==> config.mk <==
export PLATFORM = sky130hd
export DESIGN_NAME = peak_freq_calc
export DESIGN_NICKNAME = d
export VERILOG_FILES = /design/src/rtl/peak_freq_calc.sv
export SDC_FILE = /design/constraint.sdc
export NUM_CORES = 1
export LEC_CHECK = 0
export CAP_MARGIN = 25
export CELL_PAD_IN_SITES_DETAIL_PLACEMENT = 1
export CELL_PAD_IN_SITES_GLOBAL_PLACEMENT = 2
export CORE_MARGIN = 4
export CORE_UTILIZATION = 37
export CTS_CLUSTER_SIZE = 10
export DETAILED_ROUTE_END_ITERATION = 6
export HOLD_SLACK_MARGIN = 0.12
export PLACE_DENSITY = 0.95
export SKIP_CTS_REPAIR_TIMING = 1
export SLEW_MARGIN = 15
export SYNTH_ARGS = -nofsm -noshare
export SYNTH_HDL_FRONTEND = slang
export SYNTH_SLANG_ARGS = --single-unit
==> constraint.sdc <==
create_clock -name clk -period 4.5 [get_ports clk]
set_input_delay 1.125 -clock clk [delete_from_list [all_inputs] [get_ports clk]]
set_output_delay 1.125 -clock clk [all_outputs]
set_load 0.1 [all_outputs]
==> src/rtl/peak_freq_calc.sv <==
// Peak-bin to frequency converter.
// Takes a per-frame FFT peak (power + bin index), folds the bin into the
// 0..N/2 range, multiplies by the sample rate with a serial shift-add
// multiplier and scales by 1/N. It outputs the per-frame frequency and an
// average over 2^AVG_LOG2 frames. Pulses that arrive while a conversion is
// running are dropped and counted.
module peak_freq_calc #(
    parameter logic [31:0] FS_HZ      = 32'd1_000_000,
    parameter int          N_LOG2     = 8,
    parameter int          AVG_LOG2   = 2,
    parameter logic [65:0] AMP_THRESH = 66'd1024
) (
    input  logic        clk,
    input  logic        rst_n,
    input  logic        max_amp_valid,
    input  logic [65:0] max_amp,
    input  logic [15:0] max_amp_index,
    output logic [31:0] inst_freq_hz,
    output logic        inst_valid,
    output logic [31:0] freq_hz,
    output logic        freq_valid,
    output logic        signal_present,
    output logic        busy,
    output logic [7:0]  drop_cnt
);

    // The product holds at most (N/2)*FS_HZ, so 32+N_LOG2 bits is always enough.
    localparam int PW  = 32 + N_LOG2;
    localparam int AW  = 32 + AVG_LOG2;
    localparam int FCW = (AVG_LOG2 > 0) ? AVG_LOG2 : 1;
    localparam int CW  = $clog2(N_LOG2 + 1);

    localparam logic [N_LOG2-1:0] BIN_HALF = N_LOG2'(1) << (N_LOG2 - 1);
    localparam logic [FCW-1:0]    FC_LAST  = FCW'((1 << AVG_LOG2) - 1);
    localparam logic [CW-1:0]     MUL_LAST = CW'(N_LOG2 - 1);

    typedef enum logic [1:0] {
        IDLE = 2'd0,
        MUL  = 2'd1,
        DONE = 2'd2
    } state_t;

    state_t             state_q;
    logic [N_LOG2-1:0]  mplier_q;
    logic [PW-1:0]      addend_q;
    logic [PW-1:0]      product_q;
    logic [CW-1:0]      mul_cnt_q;
    logic               amp_ok_q;
    logic [AW-1:0]      acc_q;
    logic [FCW-1:0]     frame_cnt_q;
    logic [31:0]        inst_freq_q;
    logic               inst_valid_q;
    logic [31:0]        freq_q;
    logic               freq_valid_q;
    logic               sig_present_q;
    logic [7:0]         drop_cnt_q;

    logic [N_LOG2-1:0]  bin_d;
    logic [N_LOG2-1:0]  folded_d;
    logic               amp_ok_d;
    logic [31:0]        result_d;
    logic [AW-1:0]      sum_d;
    logic [31:0]        freq_d;
    logic               unused_bits;

    // Bins above N/2 mirror the negative-frequency half; N-bin is -bin mod N.
    assign bin_d    = max_amp_index[N_LOG2-1:0];
    assign folded_d = (bin_d > BIN_HALF) ? (~bin_d + N_LOG2'(1)) : bin_d;
    assign amp_ok_d = (max_amp >= AMP_THRESH);

    // Divide by N is a plain truncating shift; a weak peak reports 0 Hz.
    assign result_d = amp_ok_q ? product_q[N_LOG2 +: 32] : 32'd0;
    assign sum_d    = acc_q + AW'(result_d);
    assign freq_d   = sum_d[AVG_LOG2 +: 32];

    // Index bits above the FFT length and the fractional product bits are discarded.
    assign unused_bits = ^{max_amp_index, product_q[N_LOG2-1:0]};

    // Control FSM, serial multiplier, averager and drop counter.
    always_ff @(posedge clk or negedge rst_n) begin
        if (!rst_n) begin
            state_q       <= IDLE;
            mplier_q      <= '0;
            addend_q      <= '0;
            product_q     <= '0;
            mul_cnt_q     <= '0;
            amp_ok_q      <= 1'b0;
            acc_q         <= '0;
            frame_cnt_q   <= '0;
            inst_freq_q   <= '0;
            inst_valid_q  <= 1'b0;
            freq_q        <= '0;
            freq_valid_q  <= 1'b0;
            sig_present_q <= 1'b0;
            drop_cnt_q    <= '0;
        end else begin
            inst_valid_q <= 1'b0;
            freq_valid_q <= 1'b0;

            if (max_amp_valid && (state_q != IDLE) && (drop_cnt_q != 8'hFF))
                drop_cnt_q <= drop_cnt_q + 8'd1;

            case (state_q)
                IDLE: begin
                    if (max_amp_valid) begin
                        mplier_q  <= folded_d;
                        addend_q  <= PW'(FS_HZ);
                        product_q <= '0;
                        mul_cnt_q <= '0;
                        amp_ok_q  <= amp_ok_d;
                        state_q   <= MUL;
                    end
                end
                MUL: begin
                    product_q <= product_q + (mplier_q[0] ? addend_q : '0);
                    addend_q  <= addend_q << 1;
                    mplier_q  <= mplier_q >> 1;
                    mul_cnt_q <= mul_cnt_q + CW'(1);
                    if (mul_cnt_q == MUL_LAST)
                        state_q <= DONE;
                end
                DONE: begin
                    inst_freq_q   <= result_d;
                    inst_valid_q  <= 1'b1;
                    sig_present_q <= amp_ok_q;
                    if (frame_cnt_q == FC_LAST) begin
                        freq_q       <= freq_d;
                        freq_valid_q <= 1'b1;
                        acc_q        <= '0;
                        frame_cnt_q  <= '0;
                    end else begin
                        acc_q       <= sum_d;
                        frame_cnt_q <= frame_cnt_q + FCW'(1);
                    end
                    state_q <= IDLE;
                end
                default: state_q <= IDLE;
            endcase
        end
    end

    assign inst_freq_hz   = inst_freq_q;
    assign inst_valid     = inst_valid_q;
    assign freq_hz        = freq_q;
    assign freq_valid     = freq_valid_q;
    assign signal_present = sig_present_q;
    assign busy           = (state_q != IDLE);
    assign drop_cnt       = drop_cnt_q;

endmodule
== After elaboration in Yosys (flattened, before gate mapping) ==
Index checks and enable logic that the tools add are counted.
Storage, ports and cells
  input port bits: 85
  flip-flop bits (word level): 206
  output and inout bits: 76
  logic and storage cells: 58
Cells by class
  mux-type cells: 19
  order comparisons: 2
  $add $sub $neg: 6
  reductions and logical operators: 9
  bitwise gates (word level): 1
  equal/unequal tests: 7
Operators by type and width (number)
  $pmux 40 s2: 2
  $mux 40: 3
  $ge 66x11->1 const B: 1
  $add 40x40->40: 1
  $add 34x32->34: 1
  $mux 34: 1
  $mux 32: 1
  $add 8x1->8 const B: 2
  $mux 8: 2
  $pmux 8 s2: 1
  $gt 8x8->1 const B: 1
  $ne 8x8->1 const B: 1
  $not 8->8: 1
  $pmux 4 s2: 1
  $reduce_and 2->1: 4
  $mux 2: 3
  $add 4x1->4 const B: 1
  $eq 2x2->1 const B: 2
  $eq 4x3->1 const B: 1
  $mux 4: 1
  $ne 2x2->1 const B: 2
  $pmux 2 s2: 1
  $reduce_bool 2->1: 2
  $mux 1: 3
  other kinds (4): 5

== Logic depth before layout (Yosys ltp) ==
Gate-level depths: netlist of the first run.
  depth after elaboration: 5
  gate-level depth with buffers: 14
  gate-level depth less buffers: 13

== Worst setup path before layout of the first run ==
No wires, ideal clock.
  kind: register to register
  start point: register amp_ok_q
  end point: register acc_q[20]
  path buffers: 1
  library setup time: 0.128 ns
  arrival: 2.853 ns
  setup slack: 1.519 ns
  data required time: 4.372 ns
  clock period less this slack: 2.981 ns
  cell stages (with the launch flop): 14
  path through: dfrtp_1 -> clkbuf_1 -> and2_1 -> ha_1 -> fa_1 -> a21oi_1 -> o211ai_2 -> a31oi_4 -> o21ai_2 -> a21boi_2 -> nor3_1 -> or3_4 -> xnor2_2 -> o21ai_1
On the way
  cells in the longest elaborated chain, start to end: 3
RTL lines
  start, declared: RTL line 48  | logic amp_ok_q;
  start signal, assigned: RTL line 110  | amp_ok_q <= amp_ok_d;
  $mux 32: RTL line 72  | assign result_d = amp_ok_q ? product_q[N_LOG2 +: 32] : 32'd0;
  via result_d[0]: RTL line 61  | logic [31:0] result_d;
  $add 34x32->34: RTL line 73  | assign sum_d = acc_q + AW'(result_d);
  $mux 34: RTL line 126  | if (frame_cnt_q == FC_LAST) begin
  end signal, assigned: RTL line 132  | acc_q <= sum_d;
  end, declared: RTL line 49  | logic [AW-1:0] acc_q;
The timed path passes the listed nets, and every way through them passes these cells.
A chain may end at the register's enable or synchronous reset.

== Final worst setup path of the first run ==
  start point: register mplier_q[0]
  end point: register product_q[36]
On the way
  cells in the longest elaborated chain, start to end: 3
RTL lines
  start, declared: RTL line 44  | logic [N_LOG2-1:0] mplier_q;
  start signal, assigned: RTL line 106  | mplier_q <= folded_d;
  start signal, assigned: RTL line 117  | mplier_q <= mplier_q >> 1;
  $mux 40: RTL line 115  | product_q <= product_q + (mplier_q[0] ? addend_q : '0);
  $add 40x40->40: RTL line 115
  $pmux 40 s2: RTL line 103  | case (state_q)
  end signal, assigned: RTL line 115
  end, declared: RTL line 46  | logic [PW-1:0] product_q;
No other way between the ends.

==> results.tsv, run 1 <==
stage	metric	value	unit
timing	min_period	3.59	ns
place	place.gp.congestion	0.860	
layout	finalNetCount	1512	
timing	slew_viol_final	0	
critical_path	crit_type	flip-flop to flip-flop	
timing	hold_viol_final	0	
die	start_util	37.5	%
power_and_ir_drop	powerDensity	688	nW/um^2
layout	fill_cells	3500	
yosys	synth_compound_gate_area_share	19.7	%
cts	clk_latency	0.45	ns
power_and_ir_drop	power	9.55	mW
yosys	synth_warnings	0	
yosys	ys_seq_area_share	42.4	%
yosys	synth_nets	1400	
cts	clockRootBuffer	clkbuf_16	
critical_path	crit_path_end_kind	flip-flop	
place	numPortBuffers	142	
critical_path	cp_cell_sequence	and2_1, ha_1, inv_1, fa_1, nand2b_1, a21o_1, a21oi_1, o211ai_1, and2_1, o211ai_2, o31ai_2, xor2_1, o21ai_1	
timing	max_freq	278	MHz
yosys	synth_area	11500	um^2
detailed_routing	drtIter0Drc	483	
die	core-area	30600	um^2
yosys	synthXorXnorAreaFrac	5.65	%
detailed_routing	wire_per_inst	17.7	um
critical_path	crit_buf_inv	1	
cts	cts_tree	done	
status	status	complete, no violations	
place	dp_hpwl	23200	um
timing	worst_pin_slew	0.997	ns
timing	min_period_over_period	79.9	%
die	die_area	33800	um^2
yosys	synth_area_leaders	dfrtp_1, ha_1, nand2_1	
global_route	grt_pass1_vias	10200	
yosys	avgSynthCellArea	9.21	um^2
die	die_w	184	um
yosys	synth_top_family_by_area	compound AO/OA/AOI/OAI gates	
die	pin_count	161	
cts	cts_max_level	4	
critical_path	crit_path_frequent_cell	and2_1	
detailed_routing	detail-route-antenna-nets	0	
yosys	synth-edff-count	0	
timing	rsz0062_at_grt	false	
timing	slew_headroom	33.3	%
layout	drive_above_1_share	8.41	%
worst_hold_path	worstHoldPathType	flip-flop to flip-flop	
critical_path	critPathSlowestCell	dfrtp_1	
cts	cts_buffer_depth	2	
die	die_h	184	um
critical_path	cpPeakStageDelay	0.91	ns
cts	numClockSinks	194	
yosys	synth-main-ff-cell	dfrtp_1	
yosys	syn_inst	1244	
global_route	grt_max_degree	85	
layout	final_common_cell	nand2_1	
critical_path	crit_fanout	35	
global_route	grt_first_pass_wirelength	52100	um
run	drv_cap	0	
yosys	synthAdderAreaFrac	7.89	%
yosys	yosysTopAreaCellShare	42.4	%
global_route	overflow	0	
cts	numCtsBuffers	17	
detailed_routing	drtPass1Iterations	4	
detailed_routing	routed_wirelength	31200	um
power_and_ir_drop	p_leak	6.13	nW
yosys	synthSimpleGateAreaFrac	18.3	%
yosys	synth.area.mux_share	3.32	%
detailed_routing	drc	0	
critical_path	required	4.86	ns
global_route	antenna_found_initial	1	
critical_path	start_kind	flip-flop	
layout	diodes	0	
critical_path	arrival	3.95	ns
detailed_routing	vias	9539	
timing	finalHoldWorstSlack	0.480	ns
die	rows	64	
layout	syn2layout_area_growth	21.1	%
yosys	yosys.area.top_type	dfrtp_1	
yosys	async_flop_share	100	%
timing	finalSetupTns	0	ns
detailed_routing	routed_via_density	5.41	
cts	path_clk_slew	0.08	ns
power_and_ir_drop	peakVddDrop	0.526	mV
yosys	yosysUniqueCellTypes	78	
timing	finalSetupViolCount	0	
timing	fin_skew	0.0140	ns
layout	mostFrequentLayoutCells	nand2_1, dfrtp_1, clkdlybuf4s50_1	
yosys	ys_ff_latch	194	
global_route	track_usage	18.7	%
critical_path	critPathTopFamily	compound AO/OA/AOI/OAI gates	
path summary, 6_finish.rpt:
check                                 to  cells past startpoint   startpoint  slack [ns]
hold / removal               freq_hz[24]                      2  freq_hz[24]        0.48
hold reg to reg              freq_hz[24]                      2  freq_hz[24]        0.48
min in group asynchronous     freq_hz[8]                      1        rst_n        0.72
setup reg to reg           product_q[36]                     13  mplier_q[0]        0.91
setup / recovery           product_q[36]                     13  mplier_q[0]        0.91
max in group asynchronous      acc_q[33]                      2        rst_n        2.81
power by group:
group | internal [mW] | total [mW] | switching [mW]
clock | 0.964 | 1.67 | 0.708
sequential | 2.34 | 2.82 | 0.473
combinational | 1.64 | 5.06 | 3.43
synth_stat cells, types with 3 or more instances:
cell       instances
a21boi_0           4
a22oi_1            7
nor2b_1           12
nand2b_1          11
o21ai_1           33
and2_1            69
a31oi_1            6
nand3_1           39
a21oi_1           57
buf_1              6
o31ai_1            6
xor2_1            40
o211ai_2           4
nor3_1            10
nor3_2             3
a21o_1            25
and3_1             6
inv_1             15
nand2_1          213
o21bai_1           8
o211ai_1           6
nor4_1            16
o21ai_0          139
xnor2_1           32
clkbuf_1          49
mux2_2            32
o2111ai_1          3
o21a_1            10
a211oi_1           5
dfrtp_1          194
a21oi_2            7
nor2_1            42
ha_1              69
nand4_1           11
tightest hold or removal path, cell delays in order, from the launching register on:
cell,delay [ns]
dfrtp_1,0.34
nand2_1,0.05
o21ai_0,0.06
metal layers:
layer,vias up,track usage [%],share of wire [%]
met5,-,0,0.064
met4,2,3.31,0.91
met3,32,3.23,3.7
met2,185,33.0,50
met1,4727,24.4,46
li1,4593,-,-
final cells by class:
class	count	area, um^2	share of cell area (%)
clock inverters	11	176	1.27
multi-input cells	974	6300	45.4
repair buffers	153	1530	11.0
well taps	396	495	3.57
clock buffers	20	457	3.29
inverters	16	60.1	0.433
flip-flops and latches	194	4850	35.0
through the flow:
step | setup WS, ns | instances | util [%] | area [um^2]
2_1_floorplan | 1.52 | 1244 | - | 11500
3_5_place_dp | 0.875 | 1733 | 43.3 | 13200
5_1_grt | 0.551 | 1764 | 45.4 | 13900
6_report | 0.906 | 1764 | 45.4 | 13900
4_1_cts | 0.830 | 1764 | 45.3 | 13900
3_3_place_gp | 0.933 | 1732 | 43.2 | 13200
flip-flops by register name, indices dropped and copies added, names as in the netlist:
name	count
acc_q	34
addend_q	34
product_q	34
freq_hz	32
inst_freq_hz	32
drop_cnt	8
mplier_q	8
mul_cnt_q	4
frame_cnt_q	2
state_q	2
amp_ok_q	1
freq_valid	1
inst_valid	1
signal_present	1
kinds of logic (layout without fill, tap and decap cells):
logic type | after synthesis | after routing
and+or+nand+nor | 442 | 442
AOI/OAI and AO/OA | 354 | 354
DFF | 194 | 194
buffers and inverters | 76 | 200
xor gates and xnor gates | 73 | 73
adders and majority gates | 71 | 71
muxes | 34 | 34
No activity file was read; power rests on OpenSTA's default activity.
==> inputs of run 2 (changes only) <==
CORE_UTILIZATION = 34   (was 37)
PLACE_DENSITY = 0.89   (was 0.95)
clock period = 3.54 ns   (was 4.5 ns; I/O delays follow)
==> run 2 against run 1 <==
Via count shrank 1.3%; clock power grew 19%; non-clock buffer count grew 10; worst setup slack lost 0.63 ns; first-iteration DRC count shrank 14%; largest cell class unchanged; largest power group unchanged; highest routed layer is now met4.
==> results.tsv, run 2 (synthesis results as in run 1) <==
stage	metric	value	unit
detailed_routing	routed_via_density	5.17	
cts	path_clk_slew	0.07	ns
layout	final_cell_count_no_fill	1821	
global_route	overflow	0	
layout	drive_above_1_share	14.7	%
cts	cts_tree	done	
timing	worst_pin_slew	0.925	ns
global_route	grt_pass1_vias	10200	
timing	slew_headroom	38.3	%
cts	clockRootBuffer	clkbuf_16	
cts	numClockSinks	194	
detailed_routing	drtIter0Drc	417	
cts	numCtsBuffers	17	
cts	cts_max_level	4	
critical_path	rr_startpoint	amp_ok_q	
place	place.gp.congestion	0.838	
die	die_h	192	um
detailed_routing	wire_per_inst	16.8	um
detailed_routing	drtPass1Iterations	4	
critical_path	start_kind	flip-flop	
timing	finalSetupTns	0	ns
place	dp_cells	1789	
timing	fin_skew	0.0129	ns
timing	min_period	3.26	ns
timing	min_period_over_period	92.1	%
critical_path	required	3.86	ns
critical_path	arrival	3.58	ns
critical_path	crit_path_frequent_cell	o211ai_2	
detailed_routing	drc	0	
critical_path	r2r_end	acc_q[32]	
timing	finalSetupViolCount	0	
timing	rsz0062_at_grt	false	
global_route	grt_first_pass_wirelength	51400	um
layout	mostFrequentLayoutCells	nand2_1, dfrtp_1, o21ai_0	
critical_path	crit_type	flip-flop to flip-flop	
critical_path	r2r_cells	12	
cts	cts_buffer_depth	2	
die	core-area	32900	um^2
die	die_area	36700	um^2
power_and_ir_drop	p_leak	6.30	nW
critical_path	crit_fanout	25	
place	numPortBuffers	142	
global_route	grt_max_degree	81	
global_route	track_usage	17.1	%
critical_path	crit_path_end_kind	flip-flop	
place	dp_hpwl	23500	um
status	status	complete, no violations	
timing	slew_viol_final	0	
layout	syn2layout_area_growth	20.3	%
cts	clk_latency	0.45	ns
die	start_util	34.9	%
critical_path	r2r_slack	0.28	ns
critical_path	critPathSlowestCell	fa_1	
layout	finalNetCount	1522	
worst_hold_path	worstHoldPathType	primary input to async pin	
critical_path	cpPeakStageDelay	0.45	ns
layout	utilization	41.9	%
detailed_routing	vias	9416	
layout	diodes	0	
power_and_ir_drop	powerDensity	865	nW/um^2
die	pin_count	161	
power_and_ir_drop	peakVddDrop	0.647	mV
detailed_routing	detail-route-antenna-nets	0	
global_route	antenna_found_initial	0	
critical_path	cp_cell_sequence	buf_4, and2_1, fa_1, a21oi_1, o211ai_2, a31oi_4, nor3_4, o211ai_2, nor3_2, o21ai_1, nor3_1, a221o_1	
layout	reg_top3	acc_q: 34 flops, addend_q: 34 flops, product_q: 34 flops	
place	pre_cts_slack	0.275	ns
run	drv_cap	0	
timing	worst_slack	0.279	ns
layout	final_common_cell	nand2_1	
die	rows	66	
detailed_routing	routed_wirelength	30500	um
timing	hold_viol_final	0	
timing	max_freq	307	MHz
die	die_w	192	um
==> run 2: how the worst max path moves through the flow <==
stage                        start           to  slack [ns]  depth (start not counted)
after floorplan           amp_ok_q    acc_q[20]        0.56                         13
after global placement    amp_ok_q  freq_hz[18]        0.32                         12
after detailed placement  amp_ok_q    acc_q[32]        0.28                         12
after CTS                 amp_ok_q    acc_q[32]        0.22                         12
after global routing      amp_ok_q    acc_q[32]        0.06                         12
final                     amp_ok_q    acc_q[32]        0.28                         12
==> run 2: final cells by class <==
class | count | area [um^2]
clock inverters | 13 | 144
well taps | 442 | 553
clock buffers | 19 | 453
inverters | 16 | 60.1
repair buffers | 163 | 1420
fillers | 3894 | 19100
multi-input cells | 974 | 6300
flip-flops and latches | 194 | 4850
==> run 2: power by group <==
group	internal, mW	switching (mW)	leakage (nW)
Sequential	2.98	0.567	2.58
Clock	1.04	0.944	0.295
Combinational	2.06	4.34	3.43
Total	6.07	5.86	6.30
==> run 2: metal layers <==
metal | routed length [um] | up-vias | global-route usage [%]
li1 | - | 4639 | -
met4 | 505 | 0 | 4.01
met5 | 0 | - | 0
met2 | 14700 | 169 | 30.1
met1 | 14200 | 4568 | 22.1
met3 | 1120 | 40 | 2.87
==> run 2: worst max-delay path: cells and delay by family, from the launching register on <==
kind                     cells  cell delay [ns]
AND/OR/NAND/NOR              4             0.47
buffers and inverters        1             0.23
adder cells (fa/ha/maj)      1             0.45
AO/OA/AOI/OAI                6             1.54
flip-flops                   1             0.44
==> run 2: stage by stage <==
step / hold WS (ns) / total power, mW / cell area, um^2
after floorplan: 0.442 / 8.34 / 11500
final: 0.470 / 11.9 / 13800
after CTS: 0.477 / 12.0 / 13800
after global placement: 0.459 / 9.81 / 13200
after detailed placement: 0.465 / 10.0 / 13200
after global routing: 0.509 / 12.8 / 13800
==> inputs of run 3 (changes only) <==
CORE_UTILIZATION = 37   (was 34)
PLACE_DENSITY = 0.95   (was 0.89)
clock period = 4.1 ns   (was 3.54 ns; I/O delays follow)
==> run 3 against run 2 <==
Wire length increased by 1.4%; count of clock-buffer cells in the layout increased by 2; largest power group unchanged; highest routed layer unchanged; largest cell class unchanged; global-route usage increased by 1.3 points; non-clock buffer count decreased by 5; critical endpoint is now acc_q[20]; clock skew decreased by 0.0035 ns; flip-flop and latch count unchanged.
==> results.tsv, run 3 (synthesis results as in run 1) <==
stage	metric	value	unit
critical_path	crit_path_end_kind	flip-flop	
cts	cts_max_level	4	
place	place.gp.congestion	0.867	
worst_hold_path	min_to	freq_hz[3]	
timing	finalSetupTns	0	ns
place	dp_hpwl	23100	um
critical_path	crit_fanout	3	
global_route	grt_first_pass_wirelength	51200	um
die	die_w	184	um
die	start_util	37.5	%
critical_path	arrival	3.55	ns
timing	fin_skew	0.00935	ns
timing	slew_viol_final	0	
layout	syn2layout_area_growth	21.1	%
cts	clockRootBuffer	clkbuf_16	
detailed_routing	drtPass1Iterations	4	
die	die_h	184	um
timing	worst_pin_slew	0.995	ns
die	rows	64	
detailed_routing	routed_via_density	5.35	
die	die_area	33800	um^2
cts	numCtsBuffers	17	
place	numPortBuffers	142	
layout	mostFrequentLayoutCells	nand2_1, dfrtp_1, clkdlybuf4s50_1	
cts	path_clk_slew	0.07	ns
layout	fill_cells	3529	
critical_path	crit_type	flip-flop to flip-flop	
layout	final_common_cell	nand2_1	
status	status	complete, no violations	
critical_path	cpPeakStageDelay	0.42	ns
detailed_routing	drc	0	
global_route	antenna_found_initial	0	
timing	finalHoldWorstSlack	0.488	ns
power_and_ir_drop	peakVddDrop	0.421	mV
critical_path	required	4.41	ns
critical_path	start_kind	flip-flop	
timing	max_freq	309	MHz
cts	cts_tree	done	
critical_path	cp_cell_sequence	and2_1, ha_1, fa_1, a21oi_1, o211ai_2, a31oi_4, o21ai_2, a21boi_2, nor3_1, or3_4, xnor2_2, o21ai_1	
layout	diodes	0	
power_and_ir_drop	p_leak	6.12	nW
layout	drive_above_1_share	8.45	%
cts	numClockSinks	194	
critical_path	r2r_slack	0.86	ns
global_route	overflow	0	
die	core-area	30600	um^2
timing	hold_viol_final	0	
timing	slew_headroom	33.5	%
die	pin_count	161	
worst_hold_path	worstHoldStart	freq_hz[3]	
cts	cts_buffer_depth	2	
layout	finalNetCount	1517	
detailed_routing	vias	9450	
critical_path	r2r_end	acc_q[20]	
global_route	track_usage	18.4	%
critical_path	r2r_cells	12	
global_route	grt_max_degree	97	
detailed_routing	detail-route-antenna-nets	0	
critical_path	rr_startpoint	product_q[8]	
cts	clk_latency	0.44	ns
detailed_routing	drtIter0Drc	449	
timing	min_period_over_period	78.9	%
detailed_routing	wire_per_inst	17.5	um
global_route	grt_pass1_vias	10100	
detailed_routing	routed_wirelength	31000	um
critical_path	critPathSlowestCell	dfrtp_1	
timing	rsz0062_at_grt	false	
worst_hold_path	worstHoldPathType	flip-flop to flip-flop	
layout	reg_top3	acc_q: 34 flops, addend_q: 34 flops, product_q: 34 flops	
power_and_ir_drop	powerDensity	749	nW/um^2
worst_hold_path	min_path_cells	2	
run	drv_cap	0	
timing	min_period	3.24	ns
timing	finalSetupViolCount	0	
run 3: cell count changes in the layout (fill, tap and decap cells not counted), sizes merged:
cell and change:
clkinv -4, clkdlybuf4s50 +76, clkinvlp +3, clkbuf +2
inv -5, buf -81, bufinv +2
run 3: worst max-delay path, delay by kind of cell, from the launching register on:
family / cells / cell delay [ns]
compound gates: 6 / 1.22
xor+xnor: 1 / 0.17
fa+ha+maj: 2 / 0.64
flops: 1 / 0.42
simple gates: 3 / 0.65
run 3: metrics by stage:
step           std cells  area, um^2  power (mW)  utilization (%)  setup WS, ns
3_5_place_dp        1737       13300        8.69             43.4         0.875
6_report            1768       13900        10.4             45.3         0.864
4_1_cts             1767       13800        10.5             45.3         0.811
5_1_grt             1768       13900        11.1             45.3         0.685
3_3_place_gp        1737       13300        8.47             43.4         0.876
2_1_floorplan       1244       11500        7.20                -          1.12
run 3: how the worst max path moves through the flow:
stage                      start           to  slack [ns]
global placement     max_amp[10]     amp_ok_q        0.88
finish              product_q[8]    acc_q[20]        0.86
floorplan               amp_ok_q    acc_q[20]        1.12
CTS                 product_q[8]    acc_q[20]        0.81
global route            amp_ok_q    acc_q[20]        0.68
detailed placement  product_q[8]  freq_hz[18]        0.87
run 3: layer usage:
metal | GRT usage (%) | vias to the layer above | part of all wire [%] | wire length (um)
met5 | 0 | - | 0 | 0
met4 | 3.64 | 0 | 1.2 | 371
met3 | 3.13 | 33 | 3.6 | 1110
met2 | 32.8 | 168 | 50 | 15400
met1 | 23.6 | 4640 | 46 | 14100
li1 | - | 4609 | - | -
run 3: cell type report:
type	count	area (um^2)	share of cell area, %
clock buffer	21	440	3.18
multi-input combinational	974	6300	45.4
inverter	16	60.1	0.433
clock inverter	9	135	0.974
sequential	194	4850	35.0
timing repair buffer	158	1580	11.4
tap	396	495	3.57
run 3: power breakdown:
group	total, mW	switching, mW	internal, mW
combinational	5.61	3.79	1.82
sequential	3.07	0.496	2.57
clock	1.71	0.753	0.955
total	10.4	5.04	5.35
